### src/rtl/result_drain.sv
// result_drain: walks word_count entries of a local result memory and
// presents each as an (address, data) beat on a valid/ready output port.
// Every word costs one READ cycle and at least one SEND cycle; a FIN cycle
// pulses done. All outputs come straight from registers.
module result_drain (
  input  logic        clk,
  input  logic        rst,
  input  logic        start,
  input  logic [15:0] base_addr,
  input  logic [9:0]  word_count,
  output logic        read_result_signal,
  output logic [9:0]  read_result_addr,
  input  logic [31:0] read_result_data,
  output logic        out_valid,
  input  logic        out_ready,
  output logic [15:0] out_addr,
  output logic [31:0] out_data,
  output logic        busy,
  output logic        done
);

  typedef enum logic [1:0] {
    S_IDLE = 2'd0,
    S_READ = 2'd1,
    S_SEND = 2'd2,
    S_FIN  = 2'd3
  } state_t;

  state_t      r_state;
  logic [15:0] r_base;
  logic [9:0]  r_cnt;
  logic [9:0]  r_idx;
  logic        r_rd;
  logic [9:0]  r_rd_addr;
  logic        r_valid;
  logic [15:0] r_addr;
  logic [31:0] r_data;
  logic        r_busy;
  logic        r_done;

  logic        w_last;
  logic [9:0]  w_idx_nxt;
  logic [15:0] w_word_addr;

  // Byte address of the current word; the 16-bit add wraps naturally.
  assign w_word_addr = r_base + {4'b0000, r_idx, 2'b00};
  assign w_idx_nxt   = r_idx + 10'd1;
  // r_cnt is never 0 while a word is in flight, so count-1 cannot underflow.
  assign w_last      = (r_idx == (r_cnt - 10'd1));

  // Drain sequencer: state, latched parameters and registered outputs.
  always_ff @(posedge clk) begin
    if (!rst) begin
      r_state   <= S_IDLE;
      r_base    <= '0;
      r_cnt     <= '0;
      r_idx     <= '0;
      r_rd      <= 1'b0;
      r_rd_addr <= '0;
      r_valid   <= 1'b0;
      r_addr    <= '0;
      r_data    <= '0;
      r_busy    <= 1'b0;
      r_done    <= 1'b0;
    end else begin
      case (r_state)
        S_IDLE: begin
          r_done <= 1'b0;
          if (start) begin
            r_busy <= 1'b1;
            if (word_count != 10'd0) begin
              r_base    <= base_addr;
              r_cnt     <= word_count;
              r_idx     <= '0;
              r_rd      <= 1'b1;
              r_rd_addr <= '0;
              r_state   <= S_READ;
            end else begin
              // Empty drain: nothing to read, just report completion.
              r_done  <= 1'b1;
              r_state <= S_FIN;
            end
          end
        end
        S_READ: begin
          // Memory data is valid alongside the strobe; capture it here.
          r_rd      <= 1'b0;
          r_rd_addr <= '0;
          r_data    <= read_result_data;
          r_addr    <= w_word_addr;
          r_valid   <= 1'b1;
          r_state   <= S_SEND;
        end
        S_SEND: begin
          // Hold the beat until the consumer takes it.
          if (out_ready) begin
            r_valid <= 1'b0;
            if (w_last) begin
              r_done  <= 1'b1;
              r_state <= S_FIN;
            end else begin
              r_idx     <= w_idx_nxt;
              r_rd      <= 1'b1;
              r_rd_addr <= w_idx_nxt;
              r_state   <= S_READ;
            end
          end
        end
        S_FIN: begin
          // start is not sampled here, so a request in this cycle is dropped.
          r_done  <= 1'b0;
          r_busy  <= 1'b0;
          r_state <= S_IDLE;
        end
        default: r_state <= S_IDLE;
      endcase
    end
  end

  assign read_result_signal = r_rd;
  assign read_result_addr   = r_rd_addr;
  assign out_valid          = r_valid;
  assign out_addr           = r_addr;
  assign out_data           = r_data;
  assign busy               = r_busy;
  assign done               = r_done;

endmodule
### config.mk
export PLATFORM = sky130hd
export DESIGN_NAME = result_drain
export DESIGN_NICKNAME = d
export VERILOG_FILES = /design/src/rtl/result_drain.sv
export SDC_FILE = /design/constraint.sdc
export NUM_CORES = 1
export LEC_CHECK = 0
export ABC_AREA = 1
export CORE_ASPECT_RATIO = 0.6
export CORE_MARGIN = 1.5
export CORE_UTILIZATION = 45
export CTS_CLUSTER_SIZE = 10
export DETAILED_ROUTE_END_ITERATION = 8
export PLACE_DENSITY = 0.81
export SYNTH_ARGS = -nofsm -noshare
export SYNTH_HDL_FRONTEND = slang
export SYNTH_SLANG_ARGS = --single-unit
### constraint.sdc
create_clock -name clk -period 3.6 [get_ports clk]
set_input_delay 0.54 -clock clk [delete_from_list [all_inputs] [get_ports clk]]
set_output_delay 0.54 -clock clk [all_outputs]
set_load 0.01 [all_outputs]
Word level (Yosys, flattened, before mapping)
Index checks and enable logic that the tools add are counted.

cells by class
  $add $sub $neg = 3
  equality and inequality tests = 9
  muxes and demuxes = 25
  reduce and logical (&&, ||, !) cells = 14

operators by type and width
  kind                                                 count
  2-to-1 mux 10 bit                                    4
  case mux 10 bit (3 select lines)                     1
  case mux 10 bit (2 select lines)                     1
  adder 16 x 12 -> 16 bit                              1
  adder 10 x 1 -> 10 bit (second input constant)       1
  == test 10 bit                                       1
  2-to-1 mux 1 bit                                     10
  inequality test 2 bit (second input constant)        5
  AND reduction 5 bit                                  2
  nonzero test 10 bit                                  1
  subtractor 10 x 1 -> 10 bit (second input constant)  1
  2-to-1 mux 2 bit                                     4
  case mux 2 bit (4 select lines)                      1
  case mux 1 bit (3 select lines)                      2
  AND reduction 2 bit                                  3
  AND reduction 3 bit                                  2
  nonzero test 2 bit                                   3
  nonzero test 3 bit                                   2
  == test 2 bit (second input constant)                2
  case mux 1 bit (2 select lines)                      2
  == test 2 x 1 -> 1 bit (second input constant)       1
  logical NOT 2 bit                                    1

storage, ports and cells
  register bits after elaboration = 100
  input bits = 62
  output and inout port bits = 62

Logic depth before layout (Yosys ltp)
  depth in word-level cells = 5
  gate-level depth with buffers = 15
  mapped depth without buffers = 15

Least setup slack after synthesis
OpenSTA, ideal clock, no wires.

  path kind = register -> register
  from = register r_cnt[0]
  to = register r_rd_addr[0] (netlist: read_result_addr[0])
  setup time = 0.113 ns
  arrival = 1.709 ns
  required time = 3.487 ns
  slack = 1.778 ns
  cell stages (with the launch flop) = 16
  cells stage by stage = dfxtp_1 inv_2 ha_1 inv_1 nand2_1 nand2_1 nand2_1 nand2_1 nand3_1 nor2_1 nand4_4 nand3_4 buf_12 nand2_1 nand2_1 nor2_1

on the way
  word-level cells in the longest chain between the ends = 4

RTL lines
  element                          RTL line  source
  start, declared                  31        logic [9:0] r_cnt;
  start signal, assigned           73        r_cnt <= word_count;
  subtractor 10 x 1 -> 10 bit      49        assign w_last = (r_idx == (r_cnt - 10'd1));
  == test 10 bit                   49
  inequality test 2 bit (no line)  --
  AND reduction 5 bit (no line)    --
  end signal, assigned             104       r_rd_addr <= w_idx_nxt;
  end, declared                    34        logic [9:0] r_rd_addr;

No other way between the ends.
A chain may end at the register's enable or synchronous reset.

Final worst setup path
  from = input port word_count[0]
  to = register r_cnt[9]

on the way
  word-level cells in the longest chain between the ends = 2

RTL lines
  element                        RTL line  source
  start, declared                10        input logic [9:0] word_count,
  nonzero test 10 bit            71        if (word_count != 10'd0) begin
  AND reduction 3 bit (no line)  --

No other way between the ends.

==> metrics.md <==
| Metric | Value |
|---|---|
| Syn_area_per_cell | `about 6.9 sq um` |
| Initial antenna violation count | `0` |
| Post-synth net total | `~820` |
| Storage element area | `about 0.0020 sq mm` |
| Synth unique cells | `39` |
| Most frequent cells in the layout | `nor2_1 (167), clkdlybuf4s50_1 (122), nand2_1 (116)` |
| Hold Vio Cnt, Final | `0` |
| Crit path to | `r_cnt[9]$_SDFFE_PN0P_` |
| TritonCTS Buffers | `9` |
| P_leak | `3.04 nW` |
| CTS tree | `yes` |
| TritonRoute pass-1 iters | `8` |
| Die Area | `0.0119 sq mm` |
| Final min period | `~2.5 ns` |
| PwrDens | `slightly below 900 mW/mm^2` |
| Nets@finish | `about 900` |
| Die height | `85.2 um` |
| Area of the multi-input gates | `0.00256 sq mm` |
| Initial core utilization | `0.471` |
| Clk_skew | `approximately 0.0081 ns` |
| Post-CTS setup buffer count | `0` |
| Failing checks | `design-rule violations` |
| Total GRT Usage | `0.235` |
| Grt ovf | `0` |
| Crit-path max FO | `between 40 and 50` |
| Clock Tree Buf Depth | `2` |
| Most common cell after layout, fill and taps aside | `nor2_1` |
| CP required | `around 3.8 ns` |
| Crit Reg-Reg Endpoint | `read_result_addr[4]$_SDFFE_PN0P_` |
| Endpoints failing setup | `0` |
| WS Path Type | `in -> reg` |
| Final Wtd Congestion | `0.896` |
| Wirelength per Cell | `around 14 um` |
| Post-Syn Area | `between 0.005 and 0.006 sq mm` |
| Post-CTS Resized | `0` |
| I/O Buffers | `about 120` |
| Cell count after synthesis | `739` |
| Pre-CTS WS | `between 0.8 and 0.9 ns` |
| Final TNS setup | `0 ns` |
| I/O pins | `about 120` |
| Worst setup path start | `word_count[0]` |
| YS warnings | `0` |
| Hold Buf Count CTS | `0` |
| Vias in the first global route | `approximately 4500` |
| P&R area growth vs syn | `31.3%` |
| Diodes inserted | `0` |
| Worst relative slew slack | `0.370` |
| Top FF cell, synth | `dfxtp_1` |
| Share of layout cells above drive strength 1 | `0.0529` |
| CP Launch Type | `input pin` |
| Total chip power | `5.89 mW` |
| Drc violations | `7` |
| Total of max-cap violations | `0` |
| Fmax | `0.405 GHz` |
| Async set or reset register ratio after synthesis | `0` |
| H-tree depth | `3` |
| Worst Reg-to-Reg Cells | `12` |
| Fillers | `947` |
| Clk Latency, worst-skew pair | `0.35 ns` |
| Crit path capture type | `register` |
| Final setup margin | `1.13 ns` |
| Largest net degree at the start of global routing | `64` |
| CTS clk-pin slew, worst paths | `approximately 0.070 ns` |
| Final core utilization | `0.619` |
| Site row count | `29` |
| Peak VDD IR | `between 0.4 and 0.5 mV` |
| Placed Cells incl. Taps | `974` |
| CP arrival | `between 2 and 3 ns` |
| Vias | `around 5100` |
| Hold Path Class | `reg -> reg` |
| Synthesized flop and latch total | `100` |
| Outcome | `finished with violations` |
| First-pass GRT wire length | `roughly 22 mm` |
| Dpl hpwl | `between 9 and 10 mm` |
| Worst r2r src | `r_cnt[0]$_SDFFE_PN0P_` |
| DR vias/cell | `~5.1` |
| 1st-iter DRT viols | `around 450` |
| Slew @ Worst Pin | `0.944 ns` |
| Tcrit/Tclk final | `0.686` |
| RSZ-0062 raised after global routing | `false` |
| DRT Wirelength | `between 10 and 15 mm` |
| Final ANT Viol Nets | `0` |
| Clock Sinks | `100` |
| Die W | `between 100 and 150 um` |
| R2R setup slack | `between 1 and 1.5 ns` |
| Post-Layout Cell Count | `between 900 and 1000` |
| Root Buffer Master | `clkbuf_16` |
| Slew Limit Fails | `0` |
| Number of flops mapped to enable cells by yosys | `0` |
| CORE AREA | `approximately 0.011 sq mm` |
| Sequential-to-total area share from yosys stat | `0.395` |
-- per-stage QoR --
| stage | cell area, sq um | hold WS (ns) |
|---|---|---|
| 2_1_floorplan | 5060 | 0.444 |
| 3_3_place_gp | 6340 | 0.465 |
| 3_5_place_dp | 6340 | 0.468 |
| 4_1_cts | 6650 | 0.480 |
| 5_1_grt | 6650 | 0.508 |
| 6_report | 6650 | 0.481 |
-- worst max-delay path: stages --
cell,delay (ns)
clkdlybuf4s50_1,0.47
nor4_1,0.30
nand3_1,0.27
nand3_2,0.22
buf_4,0.37
inv_1,0.28
nor2_1,0.17
nor2_1,0.06
-- area by class of cell --
cell class / count / area share
multi-input cells: 516 / 0.385
clock buffers: 9 / 0.0339
well taps: 139 / 0.0262
repair buffers: 129 / 0.191
inverters: 90 / 0.0508
clock inverters: 7 / 0.0119
flip-flops and latches: 100 / 0.301
-- synthesized netlist by cell type (all sizes together) (2+ instances only) --
library cell  instances  share of area
dfxtp               100           0.40
o211ai                4         0.0059
o21ai                85          0.085
or2                   2         0.0025
o21bai                2         0.0030
nand3                36          0.043
inv                  90          0.067
nor3                  4         0.0040
clkbuf               28          0.022
buf                   5          0.011
nand2               122          0.096
ha                   16          0.040
nor4                  2         0.0025
a21oi                33          0.033
nor2                171           0.13
nand4                19          0.026
xnor2                 4         0.0069
xor2                  8          0.014
-- state kept, by name, summed over array words and instances, names as in the netlist --
name                count
done                    1
r_state                 2
out_valid               1
read_result_signal      1
r_idx                  10
r_base                 16
busy                    1
r_cnt                  10
out_addr               16
out_data               32
read_result_addr       10
-- power breakdown --
| group | switching [mW] | internal, mW | total [mW] |
|---|---|---|---|
| Clock | 0.482 | 0.495 | 0.977 |
| Sequential | 0.333 | 1.55 | 1.89 |
| Combinational | 1.73 | 1.29 | 3.02 |
-- routing by layer --
metal | share of wire | global-route usage | vias up
li1 | - | - | 2574
met1 | 0.49 | 0.346 | 2271
met2 | 0.39 | 0.331 | 238
met3 | 0.11 | 0.0818 | 12
met4 | 0.0087 | 0.0488 | 0
met5 | 0 | 0 | -
-- cell families (layout without fill, tap and decap cells) --
group,Yosys count,count (layout),synth area share
compound gates,130,130,0.135
xor+xnor,12,12,0.0208
fa+ha+maj,17,17,0.0435
buf+inv,123,235,0.0998
flops,100,100,0.395
simple gates,357,357,0.305
-- how the worst min path moves through the flow --
stage,startpoint,endpoint,depth (start not counted)
after floorplan,r_base[15]$_SDFFE_PN0P_,r_base[15]$_SDFFE_PN0P_,2
after global placement,out_addr[15]$_SDFFE_PN0P_,out_addr[15]$_SDFFE_PN0P_,2
after detailed placement,r_base[15]$_SDFFE_PN0P_,r_base[15]$_SDFFE_PN0P_,2
after CTS,r_base[15]$_SDFFE_PN0P_,r_base[15]$_SDFFE_PN0P_,2
after global routing,r_base[15]$_SDFFE_PN0P_,r_base[15]$_SDFFE_PN0P_,2
final,r_base[15]$_SDFFE_PN0P_,r_base[15]$_SDFFE_PN0P_,2
Power figures use the tool's default switching activity.
